==> src/rtl/sar_search_pkg.sv <==
// Shared types for the successive-approximation search controller.
// Holds the FSM state encoding, the comparator flag triple and its legality check.
// Imported by the top module; contains no logic of its own.
package sar_search_pkg;

  typedef enum logic [1:0] {
    IDLE  = 2'd0,
    CALC  = 2'd1,
    PROBE = 2'd2,
    DONE  = 2'd3
  } state_e;

  typedef struct packed {
    logic eq;
    logic lt;
    logic gt;
  } cmp_result_t;

  // A legal comparator answer has exactly one of eq/lt/gt set.
  function automatic logic onehot3(input cmp_result_t r);
    logic ok;
    case ({r.eq, r.lt, r.gt})
      3'b100, 3'b010, 3'b001: ok = 1'b1;
      default:                ok = 1'b0;
    endcase
    return ok;
  endfunction

endpackage

==> src/rtl/sar_search_32bits.sv <==
// Binary-search controller driving an external magnitude comparator to locate a hidden target in [lo, hi].
// Latency: 2 cycles per iteration with zero-latency ack (CALC + PROBE), at most WIDTH+1 comparisons, plus 1 DONE cycle.
// Backpressure: o_cmp_req and o_cmp_operand hold stable until i_cmp_ack; i_start is ignored unless IDLE.
module sar_search_32bits
  import sar_search_pkg::*;
#(
  parameter int WIDTH  = 32,
  parameter int ITER_W = $clog2(WIDTH + 2)
) (
  input  logic              i_clk,
  input  logic              i_rst_n,
  input  logic              i_start,
  input  logic [WIDTH-1:0]  i_lo,
  input  logic [WIDTH-1:0]  i_hi,
  output logic              o_busy,
  output logic              o_cmp_req,
  output logic [WIDTH-1:0]  o_cmp_operand,
  input  logic              i_cmp_ack,
  input  logic              i_cmp_eq,
  input  logic              i_cmp_lt,
  input  logic              i_cmp_gt,
  output logic              o_done,
  output logic              o_found,
  output logic              o_error,
  output logic [WIDTH-1:0]  o_result,
  output logic [ITER_W-1:0] o_iters
);

  state_e             r_state;
  state_e             w_state_nxt;
  logic [WIDTH-1:0]   r_lo;
  logic [WIDTH-1:0]   r_hi;
  logic [WIDTH-1:0]   r_mid;
  logic [ITER_W-1:0]  r_iters;
  logic               r_found;
  logic               r_error;
  logic [WIDTH-1:0]   r_result;
  logic [WIDTH-1:0]   w_mid;
  cmp_result_t        w_flags;
  logic               w_legal;

  // Midpoint written as lo + half-span so it never overflows WIDTH bits.
  assign w_mid   = r_lo + ((r_hi - r_lo) >> 1);
  assign w_flags = '{eq: i_cmp_eq, lt: i_cmp_lt, gt: i_cmp_gt};
  assign w_legal = onehot3(w_flags);

  // Outputs decode straight from the state register so an async reset drops req at once.
  assign o_busy        = (r_state == CALC) || (r_state == PROBE);
  assign o_cmp_req     = (r_state == PROBE);
  assign o_done        = (r_state == DONE);
  assign o_cmp_operand = r_mid;
  assign o_found       = r_found;
  assign o_error       = r_error;
  assign o_result      = r_result;
  assign o_iters       = r_iters;

  // State register.
  always_ff @(posedge i_clk or negedge i_rst_n) begin
    if (!i_rst_n) r_state <= IDLE;
    else          r_state <= w_state_nxt;
  end

  // Next-state logic; the mid==hi / mid==lo guards end the search before lo/hi could wrap.
  always_comb begin
    w_state_nxt = r_state;
    case (r_state)
      IDLE: begin
        if (i_start) w_state_nxt = (i_lo > i_hi) ? DONE : CALC;
      end
      CALC: w_state_nxt = PROBE;
      PROBE: begin
        if (i_cmp_ack) begin
          if (!w_legal)          w_state_nxt = DONE;
          else if (w_flags.eq)   w_state_nxt = DONE;
          else if (w_flags.lt)   w_state_nxt = (r_mid == r_hi) ? DONE : CALC;
          else                   w_state_nxt = (r_mid == r_lo) ? DONE : CALC;
        end
      end
      DONE:    w_state_nxt = IDLE;
      default: w_state_nxt = IDLE;
    endcase
  end

  // Search bounds, probe operand and held results.
  always_ff @(posedge i_clk or negedge i_rst_n) begin
    if (!i_rst_n) begin
      r_lo     <= '0;
      r_hi     <= '0;
      r_mid    <= '0;
      r_iters  <= '0;
      r_found  <= 1'b0;
      r_error  <= 1'b0;
      r_result <= '0;
    end else begin
      case (r_state)
        IDLE: begin
          if (i_start) begin
            r_lo     <= i_lo;
            r_hi     <= i_hi;
            r_iters  <= '0;
            r_found  <= 1'b0;
            r_error  <= 1'b0;
            r_result <= '0;
          end
        end
        CALC: r_mid <= w_mid;
        PROBE: begin
          if (i_cmp_ack) begin
            r_iters <= r_iters + ITER_W'(1);
            if (!w_legal) begin
              r_error <= 1'b1;
            end else if (w_flags.eq) begin
              r_found  <= 1'b1;
              r_result <= r_mid;
            end else if (w_flags.lt) begin
              if (r_mid != r_hi) r_lo <= r_mid + WIDTH'(1);
            end else begin
              if (r_mid != r_lo) r_hi <= r_mid - WIDTH'(1);
            end
          end
        end
        default: ;
      endcase
    end
  end

endmodule

==> config.mk <==
export PLATFORM = sky130hd
export DESIGN_NAME = sar_search_32bits
export DESIGN_NICKNAME = d
export VERILOG_FILES = /design/src/rtl/sar_search_pkg.sv /design/src/rtl/sar_search_32bits.sv
export SDC_FILE = /design/constraint.sdc
export NUM_CORES = 1
export LEC_CHECK = 0
export CORE_MARGIN = 4
export CORE_UTILIZATION = 50
export DETAILED_ROUTE_END_ITERATION = 8
export HOLD_SLACK_MARGIN = 0.08
export PLACE_DENSITY = 0.84
export SLEW_MARGIN = 0
export SYNTH_ARGS = -nofsm -noshare
export SYNTH_HDL_FRONTEND = slang
export SYNTH_SLANG_ARGS = --single-unit
==> constraint.sdc <==
create_clock -name i_clk -period 6.9 [get_ports i_clk]
set_input_delay 1.38 -clock i_clk [delete_from_list [all_inputs] [get_ports i_clk]]
set_output_delay 1.38 -clock i_clk [all_outputs]
set_load 0.01 [all_outputs]
### After elaboration in Yosys (flattened, before gate mapping)

Cells that the tools add are included.

| storage, ports and cells | value |
|---|---|
| bits in writable memories | 0 |
| memories | 0 |
| output and inout port bits | 75 |
| bits in registers | 138 |
| word-level logic and storage cells | 84 |
| bits of input ports | 71 |
| ROM bits | 0 |
| latch bits | 0 |

| cells by class | value |
|---|---|
| div/mod/pow operators | 0 |
| mux-type cells | 40 |
| bitwise gates (word level) | 0 |
| reduce and logical (&&, ||, !) cells | 10 |
| $lt $le $gt $ge | 1 |
| add/subtract/negate cells | 5 |
| shift-type cells | 0 |
| equal/unequal tests | 20 |
| multiply operators | 0 |

Operators with widths:

| kind | count |
|---|---|
| $mux W32 | 16 |
| $pmux W32 S2 | 3 |
| $eq A32 B32 Y1 | 2 |
| $ne A32 B32 Y1 | 2 |
| $add A32 B1 Y32 const B | 1 |
| $add A32 B31 Y32 | 1 |
| $gt A32 B32 Y1 | 1 |
| $sub A32 B1 Y32 const B | 1 |
| $sub A32 B32 Y32 | 1 |
| $mux W2 | 8 |
| $reduce_and A7 Y1 | 2 |
| $mux W6 | 2 |
| $ne A2 B1 Y1 const B | 6 |
| $pmux W6 S2 | 1 |
| $ne A2 B2 Y1 const B | 4 |
| $pmux W2 S4 | 1 |
| $mux W1 | 7 |
| $add A6 B1 Y6 const B | 1 |
| $reduce_and A5 Y1 | 1 |
| $eq A2 B2 Y1 const B | 2 |
| $pmux W1 S2 | 2 |
| $reduce_and A4 Y1 | 1 |
| $eq A3 B1 Y1 const B | 1 |
| $eq A3 B2 Y1 const B | 1 |
| other kinds (8) | 8 |

### Longest topological paths before layout

Gate-level depths: netlist of the first run.

| logic depth | value |
|---|---|
| word-level depth | 7 |
| gate-level depth with buffers | 21 |
| gate-level depth less buffers | 21 |

### Worst setup path before layout of the first run

Ideal clock, no wire load.

| timing | value |
|---|---|
| path kind | register to register |
| start | register r_lo[2] |
| end | register r_mid[29], in the netlist o_cmp_operand[29] |
| library setup time | 0.125 ns |
| required time | 6.775 ns |
| period minus slack after synthesis | 4.538 ns |
| cell stages (with the launch flop) | 22 |
| data arrival time | 4.413 ns |
| buffers on the path | 0 |
| path slack | 2.362 ns |
| cells stage by stage | dfrtp_1 inv_1 ha_1 a21o_1 a31o_2 a31o_2 o21a_1 o21ai_0 a21boi_0 o31ai_1 nor4_1 a311o_1 ha_1 nand2_1 o211ai_1 a21o_1 a221oi_1 o31ai_1 a31oi_1 nor2b_1 xnor2_1 mux2_2 |

| between the ends | value |
|---|---|
| longest elaborated chain between the ends | 2 |

Ends and longest elaborated chain:

| what | RTL line | source |
|---|---|---|
| from (decl) | sar_search_32bits.sv:31 | `logic [WIDTH-1:0] r_lo;` |
| from (signal assigned) | sar_search_32bits.sv:98 | `r_lo <= i_lo;` |
| from (signal assigned) | sar_search_32bits.sv:116 | `if (r_mid != r_hi) r_lo <= r_mid + WIDTH'(1);` |
| $sub A32 B32 Y32 | sar_search_32bits.sv:43 | `assign w_mid = r_lo + ((r_hi - r_lo) >> 1);` |
| $add A32 B31 Y32 * | sar_search_32bits.sv:43 |  |
| to (signal assigned) | sar_search_32bits.sv:106 | `CALC: r_mid <= w_mid;` |
| to (decl) | sar_search_32bits.sv:33 | `logic [WIDTH-1:0] r_mid;` |

Every way passes the cells marked *; elsewhere a longest branch is shown, timed or not.
A chain may end at the register's enable or synchronous reset.

### Worst setup path after layout of the first run

| timing | value |
|---|---|
| start | register r_lo[2] |
| end | register r_mid[31], in the netlist o_cmp_operand[31] |

The elaborated chain is that of the path after synthesis.

==> impl_results.md, run 1 <==
* Status: complete, no violations
* Setup crit start: r_lo[2]$_DFFE_PN0P_
* Cts repair resizes at 0
* Ys Warns at 0
* Predominant post-synthesis flop cell: dfrtp_1
* CTS tree: done
* Routed WL per cell at 19.95 µm
* Crit path launch type: register
* Final Max Tran Viols at 0
* Post-synthesis cell count at 1387
* WS Path Type: register to register
* H-tree Lvls at 4
* FF-to-FF path depth at 21
* Area delta synth->final at 19.12%
* Post-CTS setup buffers at 0
* Final setup vio count at 0
* Headroom to the max-slew limit at 0.4114
* Layout cell share with drive strength beyond 1 at 0.05556
* Final Hold Vio Count at 0
* Iter 0 DRT Violations at 950
* Post-DP HPWL at 26950 µm
* Largest net degree at the start of global routing at 86
* Grt total ovfl at 0
* Worst hold path class: register to register
* #FFs+latches synth at 138
* Number of enable flip-flop cells after synthesis at 0
* Multi-input logic area at 7637 µm²
* Reg2reg start: r_lo[2]$_DFFE_PN0P_
* First-pass GRT wire length at 58440 µm
* Largest family of logic cells by synthesized area: compound AO/OA/AOI/OAI gates
* Sequential fraction of the synthesis area at 0.2955
* Cell type with the largest total area after synthesis: dfrtp_1
* Setup_tns at 0 ps
* Die W at 160.9 µm
* Clock transition at path regs at 60 ps
* # port buffers at 145
* Reg2reg setup slack at 1620 ps
* Max Freq at 189.4 MHz
* Synth Area in Simple Gates at 0.1602
* Drc violations at 0
* Post-Syn Area per Cell at 8.426 µm²
* Core area at 22850 µm²
* Clock tree sinks at 138
* Worst Setup EP: o_cmp_operand[31]$_DFFE_PN0P_
* FP Rows at 55
* Root buffer cell: clkbuf_16
* Cell Area, Synth at 11690 µm²
* Drt first pass iters at 5
* Die area at 25880 µm²
* Final design utilization at 0.6093
* Vias per cell at 6.025
* RSZ-0062 raised after global routing: false
* Number of global-route vias before repair at 10820
* Post-DRT Antenna Nets at 0
* Critical Path End Type: register
* Worst Clk Skew at 8.206 ps
* Final instance area at 13920 µm²
* # IOs at 146
* Max Fanout on Critical Path at 5
* Xor-xnor portion of the synthesized cell area at 0.1357
* DRT Wirelength at 36040 µm
* Chip Height at 160.9 µm
* Hold_buf cts at 0
* Vias at 10890
* Final RePlAce weighted congestion at 0.9537
* Tot GR Track Use at 0.2791
* Final worst path period share at 0.7654
* Async set or reset register ratio after synthesis at 1.000
* Maxcap violations at 0
* Post-route minimum period at 5281 ps
* Post-Synth Adder-Cell Area at 0.1116
* Area contributors post-synth: dfrtp_1 (30%), ha_1 (11%), xnor2_1 (9.0%)
* Max Root-Sink Buffers at 2
* Reg2reg end: o_cmp_operand[31]$_DFFE_PN0P_
* # nets final at 1655
* Synth Area in Compound Gates at 0.2051
* CTS buffer count at 17
* ANT cells at 0
* Worst path required time at 7220 ps
* Initial Util at 0.5115
* Worst Tran Pin Value at 879.8 ps
* Worst EP arrival at 5600 ps
* Area of all sequential standard cells at 3453 µm²
* Antenna violations before repair at 1
* Area post-placement at 13300 µm²
* Yosys top cell area share at 0.2955
* Syn_nets at 1561
* Worst hold start: o_found$_DFFE_PN0P_
* Distinct cell type count after synthesis at 65
* Post-synthesis mux area share at 0.03854
* Clock Latency Late Sink at 440 ps
* Number of fill cells at 1971
-- worst min-delay path by stage --
stage / cells after the start / slack [ps] / to
CTS: 1 / 490 / o_found$_DFFE_PN0P_
global placement: 1 / 460 / o_found$_DFFE_PN0P_
finish: 1 / 490 / o_found$_DFFE_PN0P_
floorplan: 2 / 490 / r_hi[13]$_DFFE_PN0P_
global route: 1 / 510 / o_result[21]$_DFFE_PN0P_
detailed placement: 1 / 480 / o_found$_DFFE_PN0P_
-- sequential cells by signal, indices dropped and copies added, names as in the netlist --
register	count
o_cmp_operand	32
o_error	1
o_found	1
o_iters	6
o_result	32
r_hi	32
r_lo	32
r_state	2
-- metal layers --
| metal | up-vias | track usage | part of all wire | wire length, µm |
|---|---|---|---|---|
| li1 | 5088 | - | - | - |
| met1 | 5267 | 0.3752 | 0.43 | 15620 |
| met2 | 465 | 0.4566 | 0.47 | 16800 |
| met3 | 68 | 0.04824 | 0.073 | 2619 |
| met4 | 0 | 0.09616 | 0.028 | 1005 |
| met5 | - | 0 | 0 | 0 |
-- layout by cell type (no fill, tap or decap), types with 5 or more instances in the layout --
| master | n |
|---|---|
| buf_4 | 8 |
| a211oi_1 | 13 |
| nand4_1 | 28 |
| o21ai_0 | 147 |
| and3_1 | 18 |
| ha_1 | 100 |
| xor2_1 | 61 |
| nor2b_1 | 10 |
| nor4_1 | 15 |
| mux2_2 | 24 |
| o31ai_1 | 7 |
| nand2b_1 | 5 |
| o21a_1 | 8 |
| inv_1 | 82 |
| nor2_1 | 60 |
| or3_1 | 19 |
| a31oi_1 | 6 |
| nand3_1 | 35 |
| mux2i_1 | 18 |
| clkdlybuf4s50_1 | 144 |
| nor3_1 | 18 |
| xnor2_1 | 120 |
| nand2_1 | 149 |
| o21bai_1 | 7 |
| a22o_1 | 34 |
| a21o_1 | 55 |
| clkbuf_16 | 17 |
| a21oi_1 | 61 |
| o211ai_1 | 5 |
| dfrtp_1 | 138 |
-- worst max-delay path: stages, from the launching register on --
cell      delay [ps]
dfrtp_1          430
inv_1             70
ha_1             360
a21o_1           180
a31o_2           240
a31o_2           230
o21a_1           230
o21ai_0          200
a21boi_0         170
o31ai_1          460
nor4_1            90
a311o_1          380
ha_1             350
nand2_1          110
o211ai_1         110
a21o_1           190
a221oi_1         260
o31ai_1          240
a31oi_1          350
a21oi_1          120
xor2_1           150
mux2_2           270
-- per-stage QoR --
step                      hold WS (ps)  instances  setup slack [ps]
final                            489.7       1807              1619
after detailed placement         476.5       1775              1736
after global routing             513.1       1807              1279
after global placement           457.6       1775              1857
after floorplan                  494.1       1387              2362
after CTS                        491.6       1807              1693
-- logic make-up (layout without fill, tap and decap cells) --
group                      Yosys count  after routing
AOI/OAI and AO/OA                  378            378
adders and majority gates          103            103
buffers and inverters              160            267
muxes                               42             42
and+or+nand+nor                    385            385
DFF                                138            138
xor gates and xnor gates           181            181
-- Yosys cell counts, drive strengths merged (6+ instances only) --
| master | instances |
|---|---|
| a21o | 55 |
| a22o | 34 |
| or3 | 20 |
| clkbuf | 63 |
| mux2i | 18 |
| dfrtp | 138 |
| o31ai | 7 |
| nand4 | 28 |
| a21oi | 61 |
| nand2 | 150 |
| and3 | 18 |
| inv | 82 |
| xor2 | 61 |
| mux2 | 24 |
| nand3 | 35 |
| nor2 | 61 |
| buf | 15 |
| o21a | 8 |
| o21ai | 150 |
| xnor2 | 120 |
| nor3 | 18 |
| or4 | 7 |
| a31oi | 6 |
| a211oi | 13 |
| nor2b | 10 |
| nor4 | 16 |
| o21bai | 7 |
| ha | 101 |
-- cell type report --
cell class,instances,area share
Multi-Input combinational cell,1089,0.5486
Sequential cell,138,0.2481
Timing Repair Buffer,153,0.1087
Clock buffer,20,0.03281
Tap cell,313,0.02813
Inverter,82,0.02211
Clock inverter,12,0.01159
Power of run 1 is not shown: default switching activity piles up to over one toggle a cycle in this logic, so the estimate is an artifact.
==> run 2, diff against run 1 <==
--- a/config.mk
+++ b/config.mk
@@ -9,7 +9,7 @@
 export CORE_UTILIZATION = 50
 export DETAILED_ROUTE_END_ITERATION = 8
 export HOLD_SLACK_MARGIN = 0.08
-export PLACE_DENSITY = 0.84
+export PLACE_DENSITY = 0.87
 export SLEW_MARGIN = 0
 export SYNTH_ARGS = -nofsm -noshare
 export SYNTH_HDL_FRONTEND = slang
==> constraint.sdc (replaced) <==
create_clock -name i_clk -period 4.4 [get_ports i_clk]
set_input_delay 0.88 -clock i_clk [delete_from_list [all_inputs] [get_ports i_clk]]
set_output_delay 0.88 -clock i_clk [all_outputs]
set_load 0.01 [all_outputs]
==> impl_results.md, run 2 (synthesis results as in run 1) <==
* Max Root-Sink Buffers at 2 (unchanged)
* H-tree Lvls at 4 (unchanged)
* DRT Wirelength at 39730 µm (+10%)
* Max Fanout on Critical Path at 4 (-1)
* # port buffers at 145 (unchanged)
* Root buffer cell: clkbuf_16
* CTS tree: done
* FF-to-FF path depth at 21 (unchanged)
* CTS buffer count at 17 (unchanged)
* Clock transition at path regs at 60 ps (about the same)
* Chip Height at 160.9 µm (unchanged)
* Die area at 25880 µm² (unchanged)
* Failing checks: negative setup slack
* FP Rows at 55 (unchanged)
* Clock Latency Late Sink at 430 ps (about the same)
* Area delta synth->final at 28.85%
* Grt total ovfl at 0 (unchanged)
* Post-DP HPWL at 29150 µm (+8.2%)
* Final Hold Vio Count at 0 (unchanged)
* Number of global-route vias before repair at 11430 (+5.6%)
* Layout cell share with drive strength beyond 1 at 0.1472 (+0.09165)
* Headroom to the max-slew limit at 0.2531 (-0.1583)
* Crit path launch type: register
* Most frequent cells in the layout: nand2_1 (149), clkdlybuf4s50_1 (144), o21ai_0 (139)
* Worst hold path class: input port to asynchronous set/reset pin
* Number of fill cells at 1789 (-9.2%)
* Clock tree sinks at 138 (unchanged)
* First-pass GRT wire length at 61130 µm (+4.6%)
* Status: finished with violations
* Antenna violations before repair at 0 (-1)
* Worst Tran Pin Value at 1116 ps (+236.4 ps)
* Tot GR Track Use at 0.2930 (+0.01388)
* Worst Clk Skew at 9.453 ps (+1.247 ps)
* Largest net degree at the start of global routing at 74 (-14%)
* Initial Util at 0.5115 (unchanged)
* Die W at 160.9 µm (unchanged)
* ANT cells at 0 (unchanged)
* Final worst path period share at 1.027 (+0.2613)
* Post-route minimum period at 4517 ps (-763.9 ps)
* Final RePlAce weighted congestion at 0.9688 (+1.6%)
* RSZ-0062 raised after global routing: true
* WS Path Type: register to register
* Final worst slack at -117.1 ps (-1736 ps)
* Maxcap violations at 0 (unchanged)
* Routed WL per cell at 20.66 µm (+3.6%)
* Post-DRT Antenna Nets at 0 (unchanged)
* Final setup vio count at 6 (+6)
* Worst slack, placed at -145.7 ps (-1881 ps)
* Worst EP arrival at 4830 ps (-770 ps)
* # nets final at 1771 (+7.0%)
* Commonest non-fill, non-tap cell in the layout: nand2_1
* Core area at 22850 µm² (unchanged)
* Hold_buf cts at 0 (unchanged)
* Vias at 11770 (+8.1%)
* Worst path required time at 4710 ps (-2510 ps)
* Drt first pass iters at 7 (+2)
* Vias per cell at 6.120 (+1.6%)
* Drc violations at 0 (unchanged)
* Final Max Tran Viols at 0 (unchanged)
* Max Freq at 221.4 MHz (+17%)
* Iter 0 DRT Violations at 1220 (+28%)
* Critical Path End Type: register
* # IOs at 146 (unchanged)
run 2: path summary, 6_finish.rpt:
check | from | to | slack [ps]
worst min register to register | o_found$_DFFE_PN0P_ | o_found$_DFFE_PN0P_ | 480
max in group asynchronous | i_rst_n | o_cmp_operand[17]$_DFFE_PN0P_ | 3130
min in group i_clk | o_found$_DFFE_PN0P_ | o_found$_DFFE_PN0P_ | 480
worst max-delay path | r_lo[2]$_DFFE_PN0P_ | o_cmp_operand[29]$_DFFE_PN0P_ | -120
worst max register to register | r_lo[2]$_DFFE_PN0P_ | o_cmp_operand[29]$_DFFE_PN0P_ | -120
worst min-delay path | i_rst_n | o_result[2]$_DFFE_PN0P_ | 440
run 2: critical path: stages (launching register included):
cell and delay (ps):
dfrtp_1 410, inv_2 80, ha_4 190, a21o_1 160, a31o_4 210, a31o_4 220
o21a_1 210, o21ai_2 160, a21boi_2 110, o31ai_4 260, buf_4 160, o311ai_0 120
ha_1 360, buf_4 140, and3_1 210, and4_1 220, inv_1 80, o31ai_4 390
a31oi_2 160, nor2b_2 180, xnor2_1 120, mux2_4 250
run 2: final cells by class:
class	instances	area, µm²	area share
tap	313	391.6	0.02601
sequential	138	3455	0.2294
clock inverter	9	136.4	0.009057
timing repair buffer	269	2400	0.1594
clock buffer	23	488.0	0.03241
multi-input combinational	1089	7880	0.5233
inverter	82	307.8	0.02044
run 2: per-layer routing:
layer | part of all wire | track usage | routed length, µm | vias up
met5 | 0 | 0 | 0 | -
met4 | 0.041 | 0.1121 | 1617 | 0
met3 | 0.095 | 0.05697 | 3775 | 123
met2 | 0.47 | 0.4818 | 18510 | 690
met1 | 0.40 | 0.3833 | 15830 | 5640
li1 | - | - | - | 5316
run 2: what timing repair did:
item                       in CTS  in global routing
pin swaps                      15                 41
resized for setup               7                 44
buffers inserted                4                 11
setup endpoints to repair       9                 15
run 2: stage by stage:
| step | instance area (µm²) | TNS [ps] | instances | utilization | hold WS (ps) |
|---|---|---|---|---|---|
| after floorplan | 11710 | 0 | 1387 | - | 494.1 |
| after global placement | 14100 | -29.95 | 1877 | 0.6171 | 457.6 |
| after detailed placement | 14100 | -482.5 | 1877 | 0.6171 | 466.8 |
| after CTS | 14780 | -110.7 | 1913 | 0.6470 | 469.5 |
| after global routing | 15060 | -1211 | 1923 | 0.6591 | 497.5 |
| final | 15060 | -423.0 | 1923 | 0.6591 | 435.9 |
Power of run 2 is left out for the same reason.
